$ cat config.mk
export PLATFORM = sky130hd
export DESIGN_NAME = encoder_8to3_latched
export DESIGN_NICKNAME = d
export VERILOG_FILES = /design/src/rtl/encoder_pkg.sv /design/src/rtl/encoder_8to3_latched_debouncer.sv /design/src/rtl/encoder_8to3_latched.sv
export SDC_FILE = /design/constraint.sdc
export NUM_CORES = 1
export LEC_CHECK = 0
export ABC_AREA = 1
export CORE_UTILIZATION = 34
export DETAILED_ROUTE_END_ITERATION = 10
export SYNTH_ARGS = -nofsm -noshare
export SYNTH_HDL_FRONTEND = slang
export SYNTH_SLANG_ARGS = --single-unit
$ cat constraint.sdc
create_clock -name clk -period 1.6 [get_ports clk]
set_input_delay 0.24 -clock clk [delete_from_list [all_inputs] [get_ports clk]]
set_output_delay 0.24 -clock clk [all_outputs]
set_load 0.02 [all_outputs]
$ cat src/rtl/encoder_pkg.sv
// -----------------------------------------------------------------------------
// encoder_pkg
//   Shared definitions for the 8-to-3 latched encoder:
//     - FSM state encoding for the report handshake
//     - packed report record (code + multi_hot)
//     - prio8()       : index of the highest set bit of an 8-bit vector
//     - multi_hot8()  : true when more than one bit of the vector is set
//     - make_report() : bundles both of the above into one report record
//   The helper functions are kept here so that decoder-side benches and
//   other consumers can share the exact same encode rules.
// -----------------------------------------------------------------------------
`timescale 1ns/1ps
package encoder_pkg;

   // FSM states, kept as plain 2-bit constants for compatibility with older
   // blocks that compare state codes numerically.
   localparam logic [1:0] ST_IDLE         = 2'd0;
   localparam logic [1:0] ST_REPORT       = 2'd1;
   localparam logic [1:0] ST_WAIT_RELEASE = 2'd2;

   localparam int unsigned LINES  = 8;
   localparam int unsigned CODE_W = 3;

   typedef struct packed {
      logic [CODE_W-1:0] code;
      logic              multi_hot;
   } report_t;

   // Highest set bit wins. Scanning upward lets later (higher) hits
   // overwrite earlier ones. An all-zero vector yields 0, but callers only
   // invoke this with a nonzero vector.
   function automatic logic [CODE_W-1:0] prio8(input logic [LINES-1:0] v);
      logic [CODE_W-1:0] idx;
      idx = '0;
      for (int i = 0; i < LINES; i++) begin
         if (v[i]) begin
            idx = CODE_W'(i);
         end
      end
      return idx;
   endfunction

   // Clearing the lowest set bit leaves something behind only when at least
   // two bits were set, which is exactly popcount(v) > 1.
   function automatic logic multi_hot8(input logic [LINES-1:0] v);
      logic [LINES-1:0] low_cleared;
      low_cleared = v & (v - LINES'(1));
      return (low_cleared != '0);
   endfunction

   function automatic report_t make_report(input logic [LINES-1:0] v);
      report_t r;
      r.code      = prio8(v);
      r.multi_hot = multi_hot8(v);
      return r;
   endfunction

endpackage

$ cat src/rtl/encoder_8to3_latched_debouncer.sv
// -----------------------------------------------------------------------------
// input_debouncer
//   Brings WIDTH asynchronous lines into the clk domain and only accepts a
//   new vector after it has stayed unchanged for DEBOUNCE_CYCLES cycles.
//
//   Ports
//     clk      in   1      system clock, rising edge
//     rst      in   1      synchronous active-high reset, clears all state
//     raw      in   WIDTH  asynchronous input lines
//     db       out  WIDTH  debounced vector
//
//   Timing: a stable change on raw reaches db SYNC_STAGES+DEBOUNCE_CYCLES
//   edges after the first edge that samples it.
// -----------------------------------------------------------------------------
`timescale 1ns/1ps
module input_debouncer #(
   parameter int unsigned WIDTH           = 8,
   parameter int unsigned SYNC_STAGES     = 2,
   parameter int unsigned DEBOUNCE_CYCLES = 4,
   parameter int unsigned CNT_W           = 16
) (
   input  logic             clk,
   input  logic             rst,
   input  logic [WIDTH-1:0] raw,
   output logic [WIDTH-1:0] db
);

   localparam logic [CNT_W-1:0] CNT_LAST = CNT_W'(DEBOUNCE_CYCLES - 1);

   // sync_p0 is the metastability-capture stage; the last element is the
   // only one the rest of the logic may look at.
   logic [WIDTH-1:0] sync_p0 [SYNC_STAGES];
   logic [WIDTH-1:0] sync_out;
   logic [WIDTH-1:0] cand_p1;
   logic [CNT_W-1:0] cnt_p1;

   // Stage 0: synchroniser chain
   always_ff @(posedge clk) begin
      if (rst) begin
         for (int s = 0; s < SYNC_STAGES; s++) begin
            sync_p0[s] <= '0;
         end
      end else begin
         sync_p0[0] <= raw;
         for (int s = 1; s < SYNC_STAGES; s++) begin
            sync_p0[s] <= sync_p0[s-1];
         end
      end
   end

   assign sync_out = sync_p0[SYNC_STAGES-1];

   // Stage 1: candidate tracking and stability counter.
   // Any difference between the synchronised lines and the candidate restarts
   // the count, so a glitch shorter than DEBOUNCE_CYCLES never reaches db.
   // Once the count reaches its last value it parks there, which keeps db
   // loading the same candidate every cycle without wrapping.
   always_ff @(posedge clk) begin
      if (rst) begin
         cand_p1 <= '0;
         cnt_p1  <= '0;
         db      <= '0;
      end else if (sync_out != cand_p1) begin
         cand_p1 <= sync_out;
         cnt_p1  <= '0;
      end else if (cnt_p1 == CNT_LAST) begin
         db <= cand_p1;
      end else begin
         cnt_p1 <= cnt_p1 + CNT_W'(1);
      end
   end

endmodule

$ cat src/rtl/encoder_8to3_latched.sv
// -----------------------------------------------------------------------------
// encoder_8to3_latched
//   Debounced 8-to-3 priority encoder with a valid/ready report interface.
//   One report is issued per press/release cycle of the input lines: the code
//   is captured when the debounced vector first becomes nonzero, held until
//   the consumer accepts it, and no further report is made until every line
//   has been released.
//
//   Ports
//     clk         in   1  system clock, rising edge
//     rst         in   1  synchronous active-high reset, clears all state
//     in_lines    in   8  raw asynchronous lines, bit i maps to code i
//     code_ready  in   1  consumer accepts the report when code_valid=1
//     code        out  3  highest set debounced line at capture time
//     code_valid  out  1  a report is pending acceptance
//     multi_hot   out  1  more than one line was set at capture time
//     any_active  out  1  registered (debounced vector != 0)
//
//   code and multi_hot keep their last values after acceptance; consumers
//   must qualify them with code_valid.
// -----------------------------------------------------------------------------
`timescale 1ns/1ps
module encoder_8to3_latched
   import encoder_pkg::*;
#(
   parameter int unsigned SYNC_STAGES     = 2,
   parameter int unsigned DEBOUNCE_CYCLES = 4,
   parameter int unsigned CNT_W           = 16
) (
   input  logic       clk,
   input  logic       rst,
   input  logic [7:0] in_lines,
   input  logic       code_ready,
   output logic [2:0] code,
   output logic       code_valid,
   output logic       multi_hot,
   output logic       any_active
);

   logic [7:0] db;
   logic [1:0] state;
   report_t    rpt;

   input_debouncer #(
      .WIDTH           (8),
      .SYNC_STAGES     (SYNC_STAGES),
      .DEBOUNCE_CYCLES (DEBOUNCE_CYCLES),
      .CNT_W           (CNT_W)
   ) u_debouncer (
      .clk (clk),
      .rst (rst),
      .raw (in_lines),
      .db  (db)
   );

   assign rpt = make_report(db);

   // Stage 2: report FSM and handshake.
   // REPORT ignores db entirely, so a release before acceptance cannot
   // cancel or alter a pending report. WAIT_RELEASE blocks re-reporting
   // until the debounced vector is fully clear.
   always_ff @(posedge clk) begin
      if (rst) begin
         state      <= ST_IDLE;
         code       <= '0;
         multi_hot  <= 1'b0;
         code_valid <= 1'b0;
         any_active <= 1'b0;
      end else begin
         any_active <= (db != '0);
         case (state)
            ST_IDLE: begin
               if (db != '0) begin
                  code       <= rpt.code;
                  multi_hot  <= rpt.multi_hot;
                  code_valid <= 1'b1;
                  state      <= ST_REPORT;
               end
            end
            ST_REPORT: begin
               if (code_valid && code_ready) begin
                  code_valid <= 1'b0;
                  state      <= ST_WAIT_RELEASE;
               end
            end
            ST_WAIT_RELEASE: begin
               if (db == '0) begin
                  state <= ST_IDLE;
               end
            end
            default: begin
               // Unreachable encoding: recover to a clean idle.
               code_valid <= 1'b0;
               state      <= ST_IDLE;
            end
         endcase
      end
   end

endmodule

==> key figures <==
Outcome
  – Status: finished clean

Timing
  – Final Hold Fails: 0
  – Post-route clock period utilization: 95.8%
  – Setup TNS: 0 ps
  – Worst-Margin Slew: 475 ps
  – WHS: 408 ps
  – Fmax: 652 MHz
  – Min Clock Period, post-route: 1530 ps
  – Final setup viols: 0
  – Layout Skew: 9.34 ps
  – Slew Viols, Final: 0
  – Max-slew headroom: 68.3%

Synth
  – Yosys warns: 0
  – Yosys top cell by area: dfxtp_1
  – Synth Register Bits: 56
  – Synth area leaders: dfxtp_1 45%, nand2_1 13%, inv_1 11%
  – Post-Synthesis Cell Area: 2490 um^2
  – Post-synth EDFFs: 0
  – Post-synth ARST share: 0%
  – Synth Net Count: 374
  – Synth cell count leaders: 85 x nand2_1, 72 x inv_1, 63 x nor2_1
  – Seq/Total Area, Yosys: 45.1%
  – Distinct cells, synth: 26
  – Avg Synthesized Cell Area: 6.87 um^2
  – Top cell type's share of synthesized area: 45.1%
  – Cells after Synth: 362
  – Prevailing post-synth register cell: dfxtp_1
  – Count leader, synth: nand2_1

Global route
  – Total global-route track usage: 12.3%
  – Largest net degree at the start of global routing: 29
  – Vias in the first global route: 1760
  – Total grt overflow: 0
  – Initial antenna violation count: 0
  – First-pass GRT wire length: 7440 um

Critical path
  – WS Path Type: reg -> out
  – R2r startpoint: u_debouncer.cnt_p1[2]
  – Bufs and invs on worst path: 1
  – Worst path max stage delay: 610 ps
  – CP Data Required Time: 1360 ps
  – CP endpoint kind: output port
  – Setup crit start: code_valid
  – Cell breakdown of the critical path: clkdlybuf4s50_1
  – Crit path DAT: 1290 ps
  – Crit path max-delay family: buffers and inverters
  – Startpoint types: flip-flop
  – Internal reg-to-reg setup slack: 130 ps
  – Max FO, Critical Path: 3
  – Slowest stage cell, crit path: clkdlybuf4s50_1

Detailed routing
  – ANT nets after route: 0
  – Routed WL: 4170 um
  – Routed WL per cell: 8.69 um
  – Pre-antenna DRT Iters: 4
  – Iteration-0 DRC Markers: 105
  – DR vias/cell: 4.18
  – Total number of vias: 2008
  – # DRC: 0

Worst hold path
  – Worst Hold Launch: u_debouncer.sync_p0[0][5]
  – Worst min path class: reg -> reg

Clock network
  – Hold-fix buffers at CTS: 0
  – Htree depth: 2
  – TritonCTS clock tree: done
  – CTS max path bufs: 2
  – Worst skew pair latency: 320 ps
  – Root Buffer: clkbuf_8
  – Clock sink count: 56
  – Cts bufs inserted: 5
  – Clock transition at path regs: 110 ps

Place
  – Final HPWL DP: 2980 um
  – Dpl cells: 471
  – PortBufs: 16
  – Gpl congestion: 0.797

Power
  – Total power: 0.00244 W
  – Pleak: 1.27 nW
  – Peak VDD IR: 0.000451 V
  – Pwr/cell area: 846 nW/um^2

Floorplan
  – Row cnt: 30
  – Initial core utilization: 35.8%
  – Vert. Die Dim: 87.5 um
  – Die X: 87.5 um
  – CORE AREA: 6940 um^2
  – Die Area: 7660 um^2
  – Num ports: 17

Layout
  – Layout overhead on the synthesized area: 16.1%
  – Finished Layout Cells: 480
  – Ant diodes: 0
  – Layout net count: 395
  – Layout cells sized above 1: 9.11%

Run
  – Max-cap violation count: 0
-- timing repair --
action                                 in CTS  in global routing
endpoints found under the hold margin       0                  0
buffers inserted                            0                  1
gates resized for setup                     0                  8
setup endpoints to repair                   0                 11
-- metrics by stage --
| stage | instance area [um^2] | worst slack (ps) | util [%] |
|---|---|---|---|
| after floorplan | 2490 | 209 | - |
| after global placement | 2760 | 104 | 39.7 |
| after detailed placement | 2760 | 63.4 | 39.7 |
| after CTS | 2850 | 38.2 | 41.1 |
| after global routing | 2890 | -1.59 | 41.5 |
| final | 2890 | 66.9 | 41.5 |
-- sequential cells by signal, summed over array words and instances, names as in the netlist --
name                 cells
u_debouncer.cand_p1      8
u_debouncer.db           8
code_valid               1
code                     3
u_debouncer.cnt_p1      16
multi_hot                1
any_active               1
state                    2
u_debouncer.sync_p0     16
-- metal layers --
layer	track usage, %	part of all wire [%]
met5	0	0
met1	15.1	51
met4	5.81	2.1
met3	2.84	2.7
met2	20.3	44
-- kinds of logic (layout without fill, tap and decap cells) --
family	after synthesis	in the layout	share of synthesized area [%]
buf+inv	81	103	12.5
xor+xnor	6	6	2.11
fa+ha+maj	1	1	0.503
flops	56	56	45.1
simple gates	189	189	33.3
compound gates	29	29	6.49
-- where the power goes --
group	leakage [nW]	internal, W	switching [W]
logic	0.764	0.0000635	0.0000954
registers	0.457	0.00142	0.0000128
clock network	0.0511	0.000332	0.000517
total	1.27	0.00182	0.000625
-- final cells by class --
class	instances	area, um^2
Clock buffer	5	68.8
Tap cell	96	120
Timing Repair Buffer	19	183
Sequential cell	56	1130
Multi-Input combinational cell	225	1070
Fill cell	725	4060
Clock inverter	3	28.8
Inverter	76	285
-- worst paths after layout --
path / endpoint / cells past startpoint
worst min-delay path: u_debouncer.sync_p0[0][13] / 2
worst max register to register: u_debouncer.cnt_p1[15] / 6
worst min register to register: u_debouncer.sync_p0[0][13] / 2
worst max-delay path: code_valid / 1
-- cell usage in the layout (no fill, tap or decap), drive strengths merged, types with 2 or more instances in the layout --
master	instances
a21oi	14
nor2	71
clkdlybuf4s50	16
nor3	2
o21ai	11
inv	79
buf	3
xor2	6
nand2	90
nand4	6
nand3	19
clkbuf	5
dfxtp	56
o22ai	2
Note: power is estimated with default switching activity, not from simulation.
